[config.mk]
export PLATFORM = sky130hd
export DESIGN_NAME = multicycle_control_unit
export DESIGN_NICKNAME = d
export VERILOG_FILES = /design/src/rtl/multicycle_control_unit.sv
export SDC_FILE = /design/constraint.sdc
export NUM_CORES = 1
export LEC_CHECK = 0
export CORE_ASPECT_RATIO = 0.75
export CORE_UTILIZATION = 40
export DETAILED_ROUTE_END_ITERATION = 10
export GPL_TIMING_DRIVEN = 0
export PLACE_DENSITY = 0.67
export SLEW_MARGIN = 20
export SYNTH_ARGS = -nofsm -noshare
export SYNTH_HDL_FRONTEND = slang
export SYNTH_SLANG_ARGS = --single-unit
[constraint.sdc]
create_clock -name Clk -period 4 [get_ports Clk]
set_input_delay 0.6 -clock Clk [delete_from_list [all_inputs] [get_ports Clk]]
set_output_delay 0.6 -clock Clk [all_outputs]
set_load 0.01 [all_outputs]
[src/rtl/multicycle_control_unit.sv]
// Multicycle LEGv8 control unit: sequences FETCH/DECODE/EXEC/MEM/WB, keeps the NZCV
// flags register, evaluates B.cond, and traps on illegal opcodes or memory timeouts.
module multicycle_control_unit #(
  parameter int         ALUOP_W     = 4,
  parameter int         MEM_TIMEOUT = 15,
  parameter logic [3:0] FLAGS_RST   = 4'b0000
) (
  input  logic               Clk,
  input  logic               nRst,
  input  logic [10:0]        OpCode,
  input  logic [3:0]         Cond,
  input  logic [3:0]         ALUFlags,
  input  logic               IMReady,
  input  logic               DMReady,
  output logic               IMRd,
  output logic               IRWr,
  output logic               PCWr,
  output logic [1:0]         PCSrc,
  output logic               DMRd,
  output logic               DMWr,
  output logic [1:0]         RFDataWrScr,
  output logic [ALUOP_W-1:0] ALUOp,
  output logic               ALUBScr,
  output logic [1:0]         SEUScr,
  output logic               RFWr,
  output logic               RegWrSrc,
  output logic               RegRd2Src,
  output logic [3:0]         FlagsQ,
  output logic [2:0]         State,
  output logic               Illegal
);

  localparam logic [2:0] ST_FETCH  = 3'd0;
  localparam logic [2:0] ST_DECODE = 3'd1;
  localparam logic [2:0] ST_EXEC   = 3'd2;
  localparam logic [2:0] ST_MEM    = 3'd3;
  localparam logic [2:0] ST_WB     = 3'd4;
  localparam logic [2:0] ST_TRAP   = 3'd7;

  localparam logic [3:0] CLS_ILL = 4'd0;
  localparam logic [3:0] CLS_R   = 4'd1;
  localparam logic [3:0] CLS_I   = 4'd2;
  localparam logic [3:0] CLS_LD  = 4'd3;
  localparam logic [3:0] CLS_ST  = 4'd4;
  localparam logic [3:0] CLS_CB  = 4'd5;
  localparam logic [3:0] CLS_B   = 4'd6;
  localparam logic [3:0] CLS_BL  = 4'd7;
  localparam logic [3:0] CLS_BC  = 4'd8;
  localparam logic [3:0] CLS_BR  = 4'd9;

  localparam logic [7:0] WAIT_LAST = 8'(MEM_TIMEOUT - 1);

  logic [2:0]  state_r, state_next_s;
  logic [10:0] opcode_r;
  logic [3:0]  cond_r;
  logic [3:0]  flags_r;
  logic [7:0]  wait_cnt_r;
  logic [3:0]  cls_s;
  logic [2:0]  alu_op_s;
  logic        alu_b_s;
  logic [1:0]  seu_s;
  logic        sets_flags_s;
  logic        cb_taken_s;
  logic        bc_taken_s;
  logic        wait_expired_s;
  logic        irwr_s;

  function automatic logic [3:0] decode_class(input logic [10:0] op);
    logic [3:0] cls;
    casez (op)
      11'b10001011000, 11'b11001011000, 11'b10001010000,
      11'b10101010000, 11'b10101011000, 11'b11101011000: cls = CLS_R;
      11'b1001000100?, 11'b1101000100?:                  cls = CLS_I;
      11'b11111000010:                                   cls = CLS_LD;
      11'b11111000000:                                   cls = CLS_ST;
      11'b1011010????:                                   cls = CLS_CB;
      11'b000101?????:                                   cls = CLS_B;
      11'b100101?????:                                   cls = CLS_BL;
      11'b01010100???:                                   cls = CLS_BC;
      11'b11010110000:                                   cls = CLS_BR;
      default:                                           cls = CLS_ILL;
    endcase
    return cls;
  endfunction

  // ARM condition codes over NZCV; 1110 and 1111 both mean always
  function automatic logic cond_pass(input logic [3:0] c, input logic [3:0] f);
    logic n, z, cy, v, r;
    n = f[3]; z = f[2]; cy = f[1]; v = f[0];
    case (c)
      4'b0000: r = z;
      4'b0001: r = !z;
      4'b0010: r = cy;
      4'b0011: r = !cy;
      4'b0100: r = n;
      4'b0101: r = !n;
      4'b0110: r = v;
      4'b0111: r = !v;
      4'b1000: r = cy && !z;
      4'b1001: r = !cy || z;
      4'b1010: r = (n == v);
      4'b1011: r = (n != v);
      4'b1100: r = !z && (n == v);
      4'b1101: r = z || (n != v);
      default: r = 1'b1;
    endcase
    return r;
  endfunction

  assign cls_s          = decode_class(opcode_r);
  assign sets_flags_s   = (opcode_r == 11'b10101011000) || (opcode_r == 11'b11101011000);
  assign cb_taken_s     = opcode_r[3] ? !ALUFlags[2] : ALUFlags[2];
  assign bc_taken_s     = cond_pass(cond_r, flags_r);
  assign wait_expired_s = (wait_cnt_r == WAIT_LAST);
  assign irwr_s         = nRst && (state_r == ST_FETCH) && IMReady;

  assign State   = state_r;
  assign FlagsQ  = flags_r;
  assign Illegal = (state_r == ST_TRAP);

  // State register
  always_ff @(posedge Clk or negedge nRst) begin
    if (!nRst) state_r <= ST_FETCH;
    else       state_r <= state_next_s;
  end

  // Instruction latch, flags register and ready-wait counter
  always_ff @(posedge Clk or negedge nRst) begin
    if (!nRst) begin
      opcode_r   <= 11'd0;
      cond_r     <= 4'd0;
      flags_r    <= FLAGS_RST;
      wait_cnt_r <= 8'd0;
    end else begin
      if (irwr_s) begin
        opcode_r <= OpCode;
        cond_r   <= Cond;
      end
      if ((state_r == ST_EXEC) && sets_flags_s) flags_r <= ALUFlags;
      if (state_next_s != state_r)                             wait_cnt_r <= 8'd0;
      else if ((state_r == ST_FETCH) || (state_r == ST_MEM))   wait_cnt_r <= wait_cnt_r + 8'd1;
      else                                                     wait_cnt_r <= 8'd0;
    end
  end

  // Next-state decode
  always_comb begin
    state_next_s = ST_TRAP;
    case (state_r)
      ST_FETCH: begin
        if (IMReady)             state_next_s = ST_DECODE;
        else if (wait_expired_s) state_next_s = ST_TRAP;
        else                     state_next_s = ST_FETCH;
      end
      ST_DECODE: state_next_s = (cls_s == CLS_ILL) ? ST_TRAP : ST_EXEC;
      ST_EXEC: begin
        case (cls_s)
          CLS_R, CLS_I:   state_next_s = ST_WB;
          CLS_LD, CLS_ST: state_next_s = ST_MEM;
          CLS_ILL:        state_next_s = ST_TRAP;
          default:        state_next_s = ST_FETCH;
        endcase
      end
      ST_MEM: begin
        if (DMReady)             state_next_s = (cls_s == CLS_LD) ? ST_WB : ST_FETCH;
        else if (wait_expired_s) state_next_s = ST_TRAP;
        else                     state_next_s = ST_MEM;
      end
      ST_WB:   state_next_s = ST_FETCH;
      ST_TRAP: state_next_s = ST_TRAP;
      default: state_next_s = ST_TRAP;
    endcase
  end

  // ALU operand controls per instruction class, held through EXEC/MEM/WB
  always_comb begin
    alu_op_s = 3'd0;
    alu_b_s  = 1'b0;
    seu_s    = 2'b00;
    case (cls_s)
      CLS_R: begin
        case (opcode_r)
          11'b11001011000, 11'b11101011000: alu_op_s = 3'd1;
          11'b10001010000:                  alu_op_s = 3'd2;
          11'b10101010000:                  alu_op_s = 3'd3;
          default:                          alu_op_s = 3'd0;
        endcase
      end
      CLS_I: begin
        alu_op_s = opcode_r[9] ? 3'd1 : 3'd0;
        alu_b_s  = 1'b1;
      end
      CLS_LD, CLS_ST: begin
        alu_b_s = 1'b1;
        seu_s   = 2'b01;
      end
      CLS_CB: begin
        alu_op_s = 3'd4;
        seu_s    = 2'b11;
      end
      CLS_BC:        seu_s = 2'b11;
      CLS_B, CLS_BL: seu_s = 2'b10;
      default:       alu_op_s = 3'd0;
    endcase
  end

  // Moore output decode from state and latched instruction
  always_comb begin
    IMRd        = 1'b0;
    IRWr        = irwr_s;
    PCWr        = 1'b0;
    PCSrc       = 2'b00;
    DMRd        = 1'b0;
    DMWr        = 1'b0;
    RFDataWrScr = 2'b00;
    ALUOp       = ALUOP_W'(3'd0);
    ALUBScr     = 1'b0;
    SEUScr      = 2'b00;
    RFWr        = 1'b0;
    RegWrSrc    = 1'b0;
    RegRd2Src   = 1'b0;
    case (state_r)
      ST_FETCH: IMRd = nRst;
      ST_EXEC: begin
        ALUOp   = ALUOP_W'(alu_op_s);
        ALUBScr = alu_b_s;
        SEUScr  = seu_s;
        case (cls_s)
          CLS_ST: RegRd2Src = 1'b1;
          CLS_CB: begin
            RegRd2Src = 1'b1;
            PCWr      = 1'b1;
            PCSrc     = cb_taken_s ? 2'b01 : 2'b00;
          end
          CLS_B: begin
            PCWr  = 1'b1;
            PCSrc = 2'b01;
          end
          CLS_BL: begin
            PCWr        = 1'b1;
            PCSrc       = 2'b01;
            RFWr        = 1'b1;
            RegWrSrc    = 1'b1;
            RFDataWrScr = 2'b10;
          end
          CLS_BC: begin
            PCWr  = 1'b1;
            PCSrc = bc_taken_s ? 2'b01 : 2'b00;
          end
          CLS_BR: begin
            PCWr  = 1'b1;
            PCSrc = 2'b10;
          end
          default: PCWr = 1'b0;
        endcase
      end
      ST_MEM: begin
        ALUOp   = ALUOP_W'(alu_op_s);
        ALUBScr = alu_b_s;
        SEUScr  = seu_s;
        DMRd      = (cls_s == CLS_LD);
        DMWr      = (cls_s == CLS_ST);
        RegRd2Src = (cls_s == CLS_ST);
        PCWr      = (cls_s == CLS_ST) && DMReady;
      end
      ST_WB: begin
        ALUOp       = ALUOP_W'(alu_op_s);
        ALUBScr     = alu_b_s;
        SEUScr      = seu_s;
        RFWr        = 1'b1;
        PCWr        = 1'b1;
        RFDataWrScr = (cls_s == CLS_LD) ? 2'b01 : 2'b00;
      end
      default: IMRd = 1'b0;
    endcase
  end

endmodule

## Word-level counts from Yosys, hierarchy flattened

Cells that the tools add are included.

- Register bits after elaboration: 30
- Bits of input ports: 23
- Output and inout port bits: 27
- Word-level logic and storage cells: 119

- Add/subtract/negate cells: 1
- Equal/unequal tests: 46
- Multiplexer cells: 38
- Reduce and logical (&&, ||, !) cells: 29

Operators by type and width:

| operator | count |
|---|---|
| $eq A11 B11 Y1 const B | 9 |
| $pmux W4 S9 | 1 |
| $eq A4 B3 Y1 const B | 8 |
| $eq A4 B4 Y1 const B | 8 |
| $mux W3 | 7 |
| $eq A10 B10 Y1 const B | 2 |
| $pmux W3 S3 | 2 |
| $eq A4 B2 Y1 const B | 4 |
| $mux W8 | 2 |
| $pmux W3 S5 | 1 |
| $mux W1 | 14 |
| $pmux W1 S14 | 1 |
| $reduce_or A2 Y1 | 7 |
| $pmux W2 S3 | 2 |
| $add A8 B1 Y8 const B | 1 |
| $eq A4 B1 Y1 const B | 2 |
| $eq A8 B4 Y1 const B | 1 |
| $eq A8 B7 Y1 const B | 1 |
| $logic_not A4 Y1 | 2 |
| $pmux W2 S4 | 1 |
| $eq A7 B7 Y1 const B | 1 |
| $eq A3 B2 Y1 const B | 2 |
| $eq A3 B3 Y1 const B | 2 |
| $eq A6 B3 Y1 const B | 1 |
| 16 further kinds | 32 |

## Longest topological paths before layout

- Depth in word-level cells: 9
- Gate-level depth with buffers: 7
- Mapped depth without buffers: 7

## Worst setup path after synthesis

OpenSTA, ideal clock, no wires.

- Kind: register to output
- From: reg opcode_r[5]
- To: out ALUOp[0]
- Arrival: 1.920 ns
- Data required time: 3.400 ns
- Setup slack: 1.480 ns
- Cell stages (with the launch flop): 6
- Buffers on the path: 0
- Cells stage by stage: dfrtp_1 -> or4b_1 -> nor4_1 -> o21ai_0 -> or4_1 -> a21oi_1

- Word-level cells in the longest chain between the ends: 6
- Elaborated cells on any way between the ends: 25
- Classes of those cells: eq/ne: 18; mux: 4; reduce/logical: 3

RTL lines:

| item | RTL line | RTL |
|---|---|---|
| start: declaration | 54 | `logic [10:0] opcode_r;` |
| start signal: assignment | 136 | `opcode_r <= OpCode;` |
| $eq A11 B11 Y1, or another cell as far along | 70 | `casez (op)` |
| $reduce_or A6 Y1 / $reduce_or A2 Y1 (equally long branches) | 70 |  |
| $pmux W4 S9 | 70 |  |
| $eq A4 B3 Y1, or another cell as far along | 180 | `case (cls_s)` |
| $pmux W3 S3 * | 180 |  |
| $mux W3 * | 222 | `case (state_r)` |
| end: declaration | 22 | `output logic [ALUOP_W-1:0] ALUOp,` |

Every way passes the cells marked *; elsewhere a longest branch is shown, timed or not.

## Worst setup path in the final report

- From: reg opcode_r[4]
- To: out PCSrc[0]

- Word-level cells in the longest chain between the ends: 7
- Elaborated cells on any way between the ends: 24
- Classes of those cells: eq/ne: 18; mux: 3; reduce/logical: 3

RTL lines:

| item | RTL line | RTL |
|---|---|---|
| $eq A11 B11 Y1 / $eq A10 B10 Y1 (equally long branches) | 70 |  |
| $reduce_or A6 Y1 / $reduce_or A2 Y1 (equally long branches) | 70 |  |
| $pmux W4 S9 * | 70 |  |
| $eq A4 B3 Y1 | 228 | `case (cls_s)` |
| $reduce_or A2 Y1 (no source line) | - |  |
| $pmux W2 S4 * | 228 |  |
| $mux W2 * | 222 |  |
| end: declaration | 18 | `output logic [1:0] PCSrc,` |

Marks and branches as above.

==> impl_metrics.csv <==
group,metric,value,unit
power,p_int,0.4508,mW
timing,layout_setup_ws,0.3900,ns
final_layout,final_cell_mix,"clkdlybuf4s50_1, dfrtp_1, nor2_1",
timing,worst_slew_pin_slew,0.7048,ns
grt,grt_pass1_vias,1741,
setup_path,endpoint_kind,"primary output",
synthesis,synth-seq-area-share,0.3824,
job,drv_cap,0,
power,finalPower,0.5816,mW
synthesis,synth_seq_cells,30,
floorplanning,die_h,62.67,um
timing,tns,0,ns
route,detail-route-antenna-nets,0,
setup_path,cp.arrival,3.01,ns
clock_tree,clock-sinks,30,
placed_design,pre_cts_slack,0.7543,ns
floorplanning,die_area,5195,um^2
power,clkPwrFrac,0.394,
synthesis,synth_area,1963,um^2
synthesis,syn_area_per_cell,9.484,um^2
floorplanning,rows,21,
final_layout,n_antenna_cell,0,
timing,hold_viol,0,
timing,fin_worst_skew,0.002213,ns
placed_design,place_congestion,0.8659,
route,dr_total_vias,1819,
setup_path,cp_max_fo,8,
final_layout,fin_util,0.5673,
timing,min_period,3.610,ns
power,seq_power_share,0.530,
clock_tree,h-tree-depth,2,
synthesis,ys.flop_type,"dfrtp_1",
synthesis,syn-num-nets,232,
placed_design,hpwlAfterDp,3541,um
power,p_sw,0.1308,mW
power,power_frac_comb,0.076,
clock_tree,cts_hold_buf,0,
clock_tree,numCtsBuffers,5,
setup_path,r2r-start,"opcode_r[10]",
synthesis,ys_types,50,
hold_path,hold_path_class,"input pin to async pin",
setup_path,rrSetupSlack,1.63,ns
timing,finalSetupViolations,0,
setup_path,worst-path-buf-inv,2,
final_layout,multiInputGateArea,1147,um^2
floorplanning,initial_core_util,0.4269,
timing,finalCritPeriodShare,0.9025,
final_layout,flow.area_growth_from_synthesis,32.89,%
final_layout,fillers,420,
route,drt_iter0_drc,215,
final_layout,nNetsFinal,288,
floorplanning,ios,50,
route,viasPerCell,5.684,
power,irDropWorstVdd,0.2085,mV
synthesis,synth_enable_flop_cells,0,
clock_tree,cts.path.max_buffers,2,
synthesis,async_flop_share,1.000,
power,power.density,222.9,nW/um^2
synthesis,synth.area.top_cells,"dfrtp_1, mux2_2, nor2_1",
route,route.detailed.drc,0,
final_layout,layoutNonFillerInstCount,320,
setup_path,path_cells,"and3b_1 -> clkbuf_1 -> nor4bb_1 -> o21ai_0 -> a21oi_1 -> clkdlybuf4s50_1",
final_layout,final_common_cell,"clkdlybuf4s50_1",
status,status,"finished clean",
final_layout,regArea,750.7,um^2
timing,slew_headroom,0.5238,
clock_tree,cts_tree,"built",
route,dr.pass1.iters,4,
synthesis,synth_top_area_share,0.3824,
final_layout,drive_above_1_share,0.1331,
clock_tree,clkLatencyLatePin,0.28,ns
placed_design,dp_cells,313,
synthesis,yosysTopAreaCell,"dfrtp_1",
setup_path,critPathSlowestCell,"nor4bb_1",
setup_path,rr_endpoint,"State[2]",
setup_path,startpoint_type,"register",
clock_tree,clk_pin_slew_worst_paths,0.06,ns
clock_tree,clockRootBuffer,"clkbuf_8",
setup_path,slowest_delay,0.68,ns
timing,maxSlewViolCount,0,
clock_tree,post_cts_buffers,0,
clock_tree,cts_resized,0,
setup_path,cp_top_family,"simple AND/OR/NAND/NOR gates",
floorplanning,design.core.area,4598,um^2
power,p_leak,1.070,nW
synthesis,ys.warnings.count,0,
timing,clock.fmax,0.2770,GHz
grt,grt_pass1_wl,8266,um
setup_path,cp.required,3.40,ns
grt,antenna_found_initial,0,
route,routedWlPerCell,14.87,um
setup_path,rr_worst_depth,5,
floorplanning,die_w,82.90,um
grt,grt_remaining_overflow,0,
placed_design,io_buffer_count,48,
grt,grt_max_degree,31,
power,switching_share,0.2249,
route,drt_wl_total,4758,um
timing,rsz0062_at_grt,"no",
synthesis,syn_inst,207,
setup_path,crit_type,"register to primary output",
grt,gr-usage-all-layers,0.1974,
## worst register-to-register path, delay by kind of cell, from the launching register on
kind / cells / cell delay (ns)
flip-flops: 1 / 0.49
AND/OR/NAND/NOR: 5 / 1.74
## flip-flops by register name (all words and copies together), names as in the netlist
signal      flops
FlagsQ          4
State           3
cond_r          4
opcode_r       11
wait_cnt_r      8
## cell usage after synthesis, drive strengths merged (3+ instances only)
library cell  number
nor2              23
nor4               3
nor4bb             4
nand3              8
inv                4
xnor2              4
mux2i              4
and3               8
a21o               3
buf                3
or4                4
xor2               5
o21ai             10
nor3               9
nor2b              3
nor3b              3
mux2              19
clkbuf             7
nand2              9
a21oi             10
dfrtp             30
## per-stage QoR
step / hold slack, ns / instance area [um^2]
after floorplan: 0.3044 / 1963
after global placement: 0.4673 / 2515
after detailed placement: 0.4014 / 2530
after CTS: 0.09977 / 2609
after global routing: 0.09593 / 2609
final: 0.1034 / 2609
## metal layers
| metal | up-vias | global-route usage | routed length (um) |
|---|---|---|---|
| li1 | 871 | - | - |
| met1 | 853 | 0.2744 | 2221 |
| met2 | 88 | 0.2920 | 2060 |
| met3 | 7 | 0.05548 | 413 |
| met4 | 0 | 0.07328 | 63 |
| met5 | - | 0 | 0 |
## cell type report
| class | instances | share of cell area |
|---|---|---|
| sequential | 30 | 0.2878 |
| timing repair buffer | 49 | 0.1899 |
| clock buffer | 5 | 0.02638 |
| inverter | 4 | 0.005755 |
| multi-input combinational | 163 | 0.4398 |
| clock inverter | 2 | 0.003837 |
| buffer | 10 | 0.01918 |
| tap | 57 | 0.02734 |
## power groups by stage
| stage | combinational (mW) | clock [mW] | sequential (mW) |
|---|---|---|---|
| after floorplan | 0.00820 | 0 | 0.314 |
| after detailed placement | 0.0448 | 0 | 0.314 |
| after global routing | 0.0486 | 0.252 | 0.308 |
| after CTS | 0.0450 | 0.235 | 0.308 |
| after global placement | 0.0430 | 0 | 0.314 |
| final | 0.0442 | 0.229 | 0.308 |
## cell families (layout without fill, tap and decap cells)
kind of cell | Yosys count | in the layout | synth area share
buffers and inverters | 14 | 70 | 0.03314
other | 1 | 1 | 0.001910
AND/OR/NAND/NOR | 91 | 91 | 0.2671
flip-flops | 30 | 30 | 0.3824
AO/OA/AOI/OAI | 37 | 37 | 0.1332
multiplexers | 23 | 23 | 0.1294
XOR/XNOR | 9 | 9 | 0.04015
adder cells (fa/ha/maj) | 2 | 2 | 0.01274
## worst max-delay path by stage
stage | start | to | cells past startpoint
2_1_floorplan | opcode_r[5] | ALUOp[0] | 5
3_3_place_gp | nRst | IRWr | 6
3_5_place_dp | opcode_r[4] | PCSrc[0] | 6
4_1_cts | opcode_r[4] | PCSrc[0] | 6
5_1_grt | opcode_r[4] | PCSrc[0] | 6
6_report | opcode_r[4] | PCSrc[0] | 6
No activity file was read; power rests on OpenSTA's default activity.
